$ cat config.mk
export PLATFORM = sky130hd
export DESIGN_NAME = avalon_mm_arbiter_flat
export DESIGN_NICKNAME = d
export VERILOG_FILES = /design/src/rtl/avalon_mm_arbiter_if.sv /design/src/rtl/avalon_mm_arbiter.sv /design/src/flat_wrapper.sv
export SDC_FILE = /design/constraint.sdc
export NUM_CORES = 1
export LEC_CHECK = 0
export CAP_MARGIN = 20
export CELL_PAD_IN_SITES_DETAIL_PLACEMENT = 0
export CELL_PAD_IN_SITES_GLOBAL_PLACEMENT = 1
export CORE_MARGIN = 2
export CORE_UTILIZATION = 22
export DETAILED_ROUTE_END_ITERATION = 6
export PLACE_DENSITY_LB_ADDON = 0.1
export SYNTH_ARGS = -nofsm -noshare
export SYNTH_HDL_FRONTEND = slang
export SYNTH_SLANG_ARGS = --single-unit
$ cat constraint.sdc
create_clock -name clk -period 3.8 [get_ports clk]
set_clock_uncertainty 0.15 [all_clocks]
set_input_delay 1.14 -clock clk [delete_from_list [all_inputs] [get_ports clk]]
set_output_delay 1.14 -clock clk [all_outputs]
set_load 0.05 [all_outputs]
$ cat src/rtl/avalon_mm_arbiter_if.sv
// rtl/avalon_mm_arbiter_if.sv - one Avalon-MM burst link (host or agent side)
interface avalon_mm_arbiter_if #(
  parameter int AW  = 32,
  parameter int DW  = 32,
  parameter int BCW = 6
);
  logic [AW-1:0]   address;
  logic [BCW-1:0]  burstcount;
  logic            read;
  logic            write;
  logic [DW-1:0]   writedata;
  logic [DW/8-1:0] byteenable;
  logic            waitrequest;
  logic [DW-1:0]   readdata;
  logic            readdatavalid;

  modport master (
    output address, burstcount, read, write, writedata, byteenable,
    input  waitrequest, readdata, readdatavalid
  );

  modport slave (
    input  address, burstcount, read, write, writedata, byteenable,
    output waitrequest, readdata, readdatavalid
  );
endinterface

$ cat src/rtl/avalon_mm_arbiter.sv
// rtl/avalon_mm_arbiter.sv - two-host to one-agent Avalon-MM burst arbiter
// Grants whole bursts, one transaction in flight, read beats routed to the owner only.
module avalon_mm_arbiter #(
  parameter int AW      = 32,
  parameter int DW      = 32,
  parameter int BCW     = 6,
  parameter bit H0_PRIO = 1'b1
) (
  input  logic                clk,
  input  logic                reset_n,
  avalon_mm_arbiter_if.slave  h0,
  avalon_mm_arbiter_if.slave  h1,
  avalon_mm_arbiter_if.master a,
  output logic [1:0]          grant
);
  typedef enum logic [1:0] {IDLE, RD_CMD, WR_BURST, RD_DATA} state_t;

  localparam logic [BCW-1:0] ONE = BCW'(1);

  state_t         state;
  logic           rr_next;
  logic           a_read_q;
  logic [AW-1:0]  addr_q;
  logic [BCW-1:0] bc_q;
  logic [BCW-1:0] beats;

  logic           req0, req1, pick1, pick_read, own1, own_write;
  logic           wr_accept, rd_beat, wait_fwd;
  logic [BCW-1:0] pick_bc, pick_len;

  assign req0      = h0.read | h0.write;
  assign req1      = h1.read | h1.write;
  // rr_next names the host that wins the next tie (loser of the previous tie)
  assign pick1     = req1 & (~req0 | (~H0_PRIO & rr_next));
  assign pick_read = pick1 ? h1.read : h0.read;
  assign pick_bc   = pick1 ? h1.burstcount : h0.burstcount;
  assign pick_len  = (pick_bc == '0) ? ONE : pick_bc;

  assign own1      = grant[1];
  assign own_write = own1 ? h1.write : h0.write;
  assign wr_accept = (state == WR_BURST) && own_write && !a.waitrequest;
  assign rd_beat   = (state == RD_DATA) && a.readdatavalid;

  always_ff @(posedge clk or negedge reset_n) begin
    if (!reset_n) begin
      state    <= IDLE;
      grant    <= 2'b00;
      rr_next  <= 1'b0;
      a_read_q <= 1'b0;
      addr_q   <= '0;
      bc_q     <= '0;
      beats    <= '0;
    end else begin
      case (state)
        IDLE: begin
          if (req0 || req1) begin
            grant  <= pick1 ? 2'b10 : 2'b01;
            addr_q <= pick1 ? h1.address : h0.address;
            bc_q   <= pick_len;
            beats  <= pick_len;
            if (req0 && req1 && !H0_PRIO)
              rr_next <= ~pick1;
            if (pick_read) begin
              state    <= RD_CMD;
              a_read_q <= 1'b1;
            end else begin
              state <= WR_BURST;
            end
          end
        end
        RD_CMD: begin
          if (!a.waitrequest) begin
            a_read_q <= 1'b0;
            state    <= RD_DATA;
          end
        end
        RD_DATA: begin
          if (a.readdatavalid) begin
            beats <= beats - ONE;
            if (beats == ONE) begin
              state <= IDLE;
              grant <= 2'b00;
            end
          end
        end
        WR_BURST: begin
          if (wr_accept) begin
            beats <= beats - ONE;
            if (beats == ONE) begin
              state <= IDLE;
              grant <= 2'b00;
            end
          end
        end
        default: state <= IDLE;
      endcase
    end
  end

  // Address and burstcount come from the first beat; data follows the owner live.
  assign a.address    = addr_q;
  assign a.burstcount = bc_q;
  assign a.read       = a_read_q;
  assign a.write      = (state == WR_BURST) && own_write;
  assign a.writedata  = own1 ? h1.writedata : h0.writedata;
  assign a.byteenable = own1 ? h1.byteenable : h0.byteenable;

  // No new command can be accepted while read beats are still returning.
  assign wait_fwd = ((state == RD_CMD) || (state == WR_BURST)) ? a.waitrequest : 1'b1;

  assign h0.waitrequest   = grant[0] ? wait_fwd : 1'b1;
  assign h1.waitrequest   = grant[1] ? wait_fwd : 1'b1;
  assign h0.readdata      = a.readdata;
  assign h1.readdata      = a.readdata;
  assign h0.readdatavalid = rd_beat && grant[0];
  assign h1.readdatavalid = rd_beat && grant[1];
endmodule

$ cat src/flat_wrapper.sv
// flat-port wrapper written by rule: the top's interface ports become plain ports
module avalon_mm_arbiter_flat 
#(
  parameter int AW      = 32,
  parameter int DW      = 32,
  parameter int BCW     = 6,
  parameter bit H0_PRIO = 1'b1
)
  (clk, reset_n, grant, h0_address, h0_burstcount, h0_read, h0_write, h0_writedata, h0_byteenable, h0_waitrequest, h0_readdata, h0_readdatavalid, h1_address, h1_burstcount, h1_read, h1_write, h1_writedata, h1_byteenable, h1_waitrequest, h1_readdata, h1_readdatavalid, a_address, a_burstcount, a_read, a_write, a_writedata, a_byteenable, a_waitrequest, a_readdata, a_readdatavalid);
  avalon_mm_arbiter_if #(.AW(AW), .DW(DW), .BCW(BCW)) h0_i ();
  avalon_mm_arbiter_if #(.AW(AW), .DW(DW), .BCW(BCW)) h1_i ();
  avalon_mm_arbiter_if #(.AW(AW), .DW(DW), .BCW(BCW)) a_i ();
  input  logic clk;
  input  logic reset_n;
  output logic [1:0] grant;
  input wire logic [$bits(h0_i.address)-1:0] h0_address;
  input wire logic [$bits(h0_i.burstcount)-1:0] h0_burstcount;
  input wire logic [$bits(h0_i.read)-1:0] h0_read;
  input wire logic [$bits(h0_i.write)-1:0] h0_write;
  input wire logic [$bits(h0_i.writedata)-1:0] h0_writedata;
  input wire logic [$bits(h0_i.byteenable)-1:0] h0_byteenable;
  output wire logic [$bits(h0_i.waitrequest)-1:0] h0_waitrequest;
  output wire logic [$bits(h0_i.readdata)-1:0] h0_readdata;
  output wire logic [$bits(h0_i.readdatavalid)-1:0] h0_readdatavalid;
  input wire logic [$bits(h1_i.address)-1:0] h1_address;
  input wire logic [$bits(h1_i.burstcount)-1:0] h1_burstcount;
  input wire logic [$bits(h1_i.read)-1:0] h1_read;
  input wire logic [$bits(h1_i.write)-1:0] h1_write;
  input wire logic [$bits(h1_i.writedata)-1:0] h1_writedata;
  input wire logic [$bits(h1_i.byteenable)-1:0] h1_byteenable;
  output wire logic [$bits(h1_i.waitrequest)-1:0] h1_waitrequest;
  output wire logic [$bits(h1_i.readdata)-1:0] h1_readdata;
  output wire logic [$bits(h1_i.readdatavalid)-1:0] h1_readdatavalid;
  output wire logic [$bits(a_i.address)-1:0] a_address;
  output wire logic [$bits(a_i.burstcount)-1:0] a_burstcount;
  output wire logic [$bits(a_i.read)-1:0] a_read;
  output wire logic [$bits(a_i.write)-1:0] a_write;
  output wire logic [$bits(a_i.writedata)-1:0] a_writedata;
  output wire logic [$bits(a_i.byteenable)-1:0] a_byteenable;
  input wire logic [$bits(a_i.waitrequest)-1:0] a_waitrequest;
  input wire logic [$bits(a_i.readdata)-1:0] a_readdata;
  input wire logic [$bits(a_i.readdatavalid)-1:0] a_readdatavalid;
  assign h0_i.address = h0_address;
  assign h0_i.burstcount = h0_burstcount;
  assign h0_i.read = h0_read;
  assign h0_i.write = h0_write;
  assign h0_i.writedata = h0_writedata;
  assign h0_i.byteenable = h0_byteenable;
  assign h0_waitrequest = h0_i.waitrequest;
  assign h0_readdata = h0_i.readdata;
  assign h0_readdatavalid = h0_i.readdatavalid;
  assign h1_i.address = h1_address;
  assign h1_i.burstcount = h1_burstcount;
  assign h1_i.read = h1_read;
  assign h1_i.write = h1_write;
  assign h1_i.writedata = h1_writedata;
  assign h1_i.byteenable = h1_byteenable;
  assign h1_waitrequest = h1_i.waitrequest;
  assign h1_readdata = h1_i.readdata;
  assign h1_readdatavalid = h1_i.readdatavalid;
  assign a_address = a_i.address;
  assign a_burstcount = a_i.burstcount;
  assign a_read = a_i.read;
  assign a_write = a_i.write;
  assign a_writedata = a_i.writedata;
  assign a_byteenable = a_i.byteenable;
  assign a_i.waitrequest = a_waitrequest;
  assign a_i.readdata = a_readdata;
  assign a_i.readdatavalid = a_readdatavalid;
  avalon_mm_arbiter #(.AW(AW), .DW(DW), .BCW(BCW), .H0_PRIO(H0_PRIO)) u_core (.clk(clk), .reset_n(reset_n), .h0(h0_i), .h1(h1_i), .a(a_i), .grant(grant));
endmodule
==> results of run 1 <==
[layout make-up]
cell class	count	area share, %
clock inverter	1	0.142
timing repair buffer	243	46.2
sequential	49	19.9
tap	211	4.29
clock buffer	7	2.48
inverter	5	0.305
multi-input combinational	224	26.7
[metrics by stage]
step / power, mW / utilization (%) / hold slack, ps / worst slack [ps] / cell area [µm²]
floorplan: 3.19 / - / 315 / 579 / 3440
global placement: 4.42 / 39.3 / 310 / 278 / 6000
detailed placement: 4.44 / 39.3 / 320 / 234 / 6000
CTS: 4.95 / 40.4 / 336 / 234 / 6160
global route: 5.18 / 40.4 / 357 / 172 / 6160
finish: 4.88 / 40.4 / 329 / 262 / 6160
[state kept, by name, summed over array words and instances, names as in the netlist]
register	flops
u_core.a.address	32
u_core.a.burstcount	6
u_core.beats	6
u_core.grant	2
u_core.state	2
u_core.a.read	1
[placed cells by master (no fill, tap or decap), types with 2 or more instances in the layout]
| master | Yosys | final |
|---|---|---|
| a21oi_1 | 6 | 6 |
| and3_1 | 3 | 3 |
| buf_12 | 0 | 43 |
| buf_4 | 67 | 5 |
| clkbuf_16 | 0 | 5 |
| clkbuf_8 | 0 | 2 |
| clkdlybuf4s50_1 | 0 | 194 |
| dfrtp_1 | 49 | 49 |
| ha_1 | 7 | 7 |
| inv_1 | 5 | 5 |
| mux2_2 | 39 | 39 |
| mux2i_1 | 39 | 39 |
| nand2_1 | 45 | 45 |
| nand2b_1 | 2 | 2 |
| nand3_1 | 2 | 2 |
| nor2_1 | 12 | 12 |
| nor2b_1 | 2 | 2 |
| nor3_1 | 2 | 2 |
| o21ai_0 | 42 | 42 |
| o22a_1 | 3 | 3 |
| o31ai_1 | 2 | 2 |
| or3_1 | 2 | 2 |
[power by group]
part | internal (mW) | switching, mW | total [mW]
sequential | 0.786 | 0.175 | 0.961
clock | 0.283 | 0.210 | 0.493
combinational | 1.42 | 2.00 | 3.42
total | 2.49 | 2.39 | 4.88
[worst max-delay path, stage by stage]
cell and delay [ps]:
clkdlybuf4s50_1 540, mux2i_1 130, nor2b_1 260, buf_12 180
[logic make-up after synthesis]
logic type / Yosys count
adders and majority gates: 7
AOI/OAI and AO/OA: 63
muxes: 79
DFF: 49
buffers and inverters: 87
and+or+nand+nor: 75
[routing by layer]
metal	global-route usage, %	wire, µm
met1	14.4	4400
met2	24.3	5880
met3	4.42	1080
met4	3.32	136
met5	0	0
[worst min path at each step]
| stage | end | startpoint | cells past startpoint | slack (ps) |
|---|---|---|---|---|
| final | u_core.a.address[15] | u_core.a.address[15] | 2 | 330 |
| after detailed placement | u_core.a.address[15] | u_core.a.address[15] | 2 | 320 |
| after CTS | u_core.a.address[15] | u_core.a.address[15] | 2 | 340 |
| after floorplan | u_core.beats[1] | u_core.beats[1] | 2 | 310 |
| after global routing | u_core.a.address[4] | u_core.a.address[4] | 2 | 360 |
| after global placement | u_core.a.address[2] | u_core.a.address[2] | 2 | 310 |
==> results.py, run 1 <==
metrics = {
    "layout": {
        "final_cell_count_no_fill": 740,
        "areaGrowthSynthToFinish_pct": 78.8,
        "final_net_count": 723,
        "fillCellCount": 1542,
        "sequential_cell_area_um2": 1230,
        "area_of_the_multi_input_gates_um2": 1640,
        "post_route_cells_drive_above_1_share_pct": 18.9,
        "n_antenna_cell": 0,
    },
    "logic_synthesis": {
        "cell_taking_the_most_area_after_synthesis": "dfrtp_1",
        "postSynthRegisterBits": 49,
        "synthArstFlopShare_pct": 100,
        "synthCells": 360,
        "synth_largest_type_area_fraction_pct": 35.6,
        "synthAdderAreaFrac_pct": 2.54,
        "synth_xor_area_share_pct": 0,
        "ys_seq_area_share_pct": 35.6,
        "synth_area_leaders": "dfrtp_1, buf_4, mux2_2, mux2i_1, o21ai_0",
        "synth_top_family_by_area": "multiplexers",
        "synth_compound_gate_area_share_pct": 10.8,
        "ys_top_cells_by_count": "buf_4, dfrtp_1, nand2_1",
        "net_count_after_synthesis": 555,
        "synth.area.mux_share_pct": 24.4,
        "synthFlopType": "dfrtp_1",
        "synthesis.area_um2": 3440,
        "synth_warnings": 0,
        "yosys.cell_types.count": 39,
        "yosys.area_share.simple_pct": 9.48,
        "synth_edf_count": 0,
        "yosys.cell_count.top_type": "buf_4",
        "synth_area_per_cell_um2": 9.57,
    },
    "die": {
        "floorplan.initialDensity_pct": 22.6,
        "dieWidth_um": 129,
        "fp.coreArea_um2": 15300,
        "num_io_pins": 334,
        "dieHeight_um": 129,
        "rows": 45,
        "dieArea_um2": 16700,
    },
    "critical_path": {
        "critical_path.reg2reg.endpoint": "u_core.state[1]",
        "worst_r2r_startpoint": "u_core.state[0]",
        "worst_setup_path_end_kind": "output port",
        "critical_path.endpoint": "a_write",
        "worstPathMaxFanout": 4,
        "cp_data_arrival_time_ps": 2250,
        "timing.reg2reg.worst_path_depth": 6,
        "worst-endpoint-required_ps": 2510,
        "timing.reg2reg.setup_slack_ps": 1540,
        "worst_setup_path_start_kind": "input pin",
        "crit_start": "h0_write",
        "timing.setup.critical_path_class": "in -> out",
    },
    "global_routing": {
        "grt_first_pass_wirelength_um": 16900,
        "grt_total_ovfl": 0,
        "grt_antenna_before_repair": 0,
        "gr-usage-all-layers_pct": 13.1,
        "first_global_vias": 3085,
        "grt_max_degree": 76,
    },
    "placement": {
        "buffer_ports.inserted": 237,
        "post-dp-hpwl_um": 9560,
        "gp_congestion": 0.752,
        "dp.cells": 732,
    },
    "timing": {
        "final.min_clock_period_ps": 3540,
        "grt_setup_unrepaired": "no",
        "max_slew_margin_pct": 59.2,
        "final_min_period_over_clock_period_pct": 93.1,
        "tightestPinTransition_ps": 610,
        "finalHoldViolCount": 0,
        "setup-tns-final_ps": 0,
        "clock.fmax_mhz": 283,
        "final_slew_violations": 0,
        "finalSetupViolations": 0,
    },
    "clock_network": {
        "cts_made_buffers": 5,
        "cts_resized": 0,
        "worstSkewPairLatency_ps": 290,
        "cts.reportedPaths.clkPinSlew_ps": 70,
        "cts_max_level": 2,
        "tritoncts": "built",
        "clk_path_buf_depth": 2,
        "cts.repair_timing.setup_buffer_count": 0,
        "postCtsHoldBufs": 0,
        "cts.sink_count": 49,
        "cts.root.buffer_cell": "clkbuf_16",
    },
    "route": {
        "via_count": 3048,
        "drt_pre_antenna_iters": 4,
        "route.antenna.remaining_nets": 0,
        "number_of_remaining_drc_errors": 0,
        "post_drt_via_cell_ratio": 4.12,
        "route.detailed.wl_per_inst_um": 15.5,
        "routed_wl_um": 11500,
        "detailed_route_iter0_violations": 55,
    },
    "min_path": {
        "hold_class": "reg -> reg",
    },
    "power": {
        "power_density_nw_per_um2": 792,
        "vdd_drop_max_mv": 0.322,
        "cellLeakagePower_nw": 2.69,
    },
    "flow_run": {
        "max_cap_violations": 0,
    },
    "outcome": {
        "run_status": "finished clean",
    },
}
Power figures use the tool's default switching activity.
==> run 2: changes to the inputs <==
GPL_ROUTABILITY_DRIVEN = 1   (was default)
==> results of run 2 <==
Same layout as run 1: the final DEF is identical, and so are final timing and power.
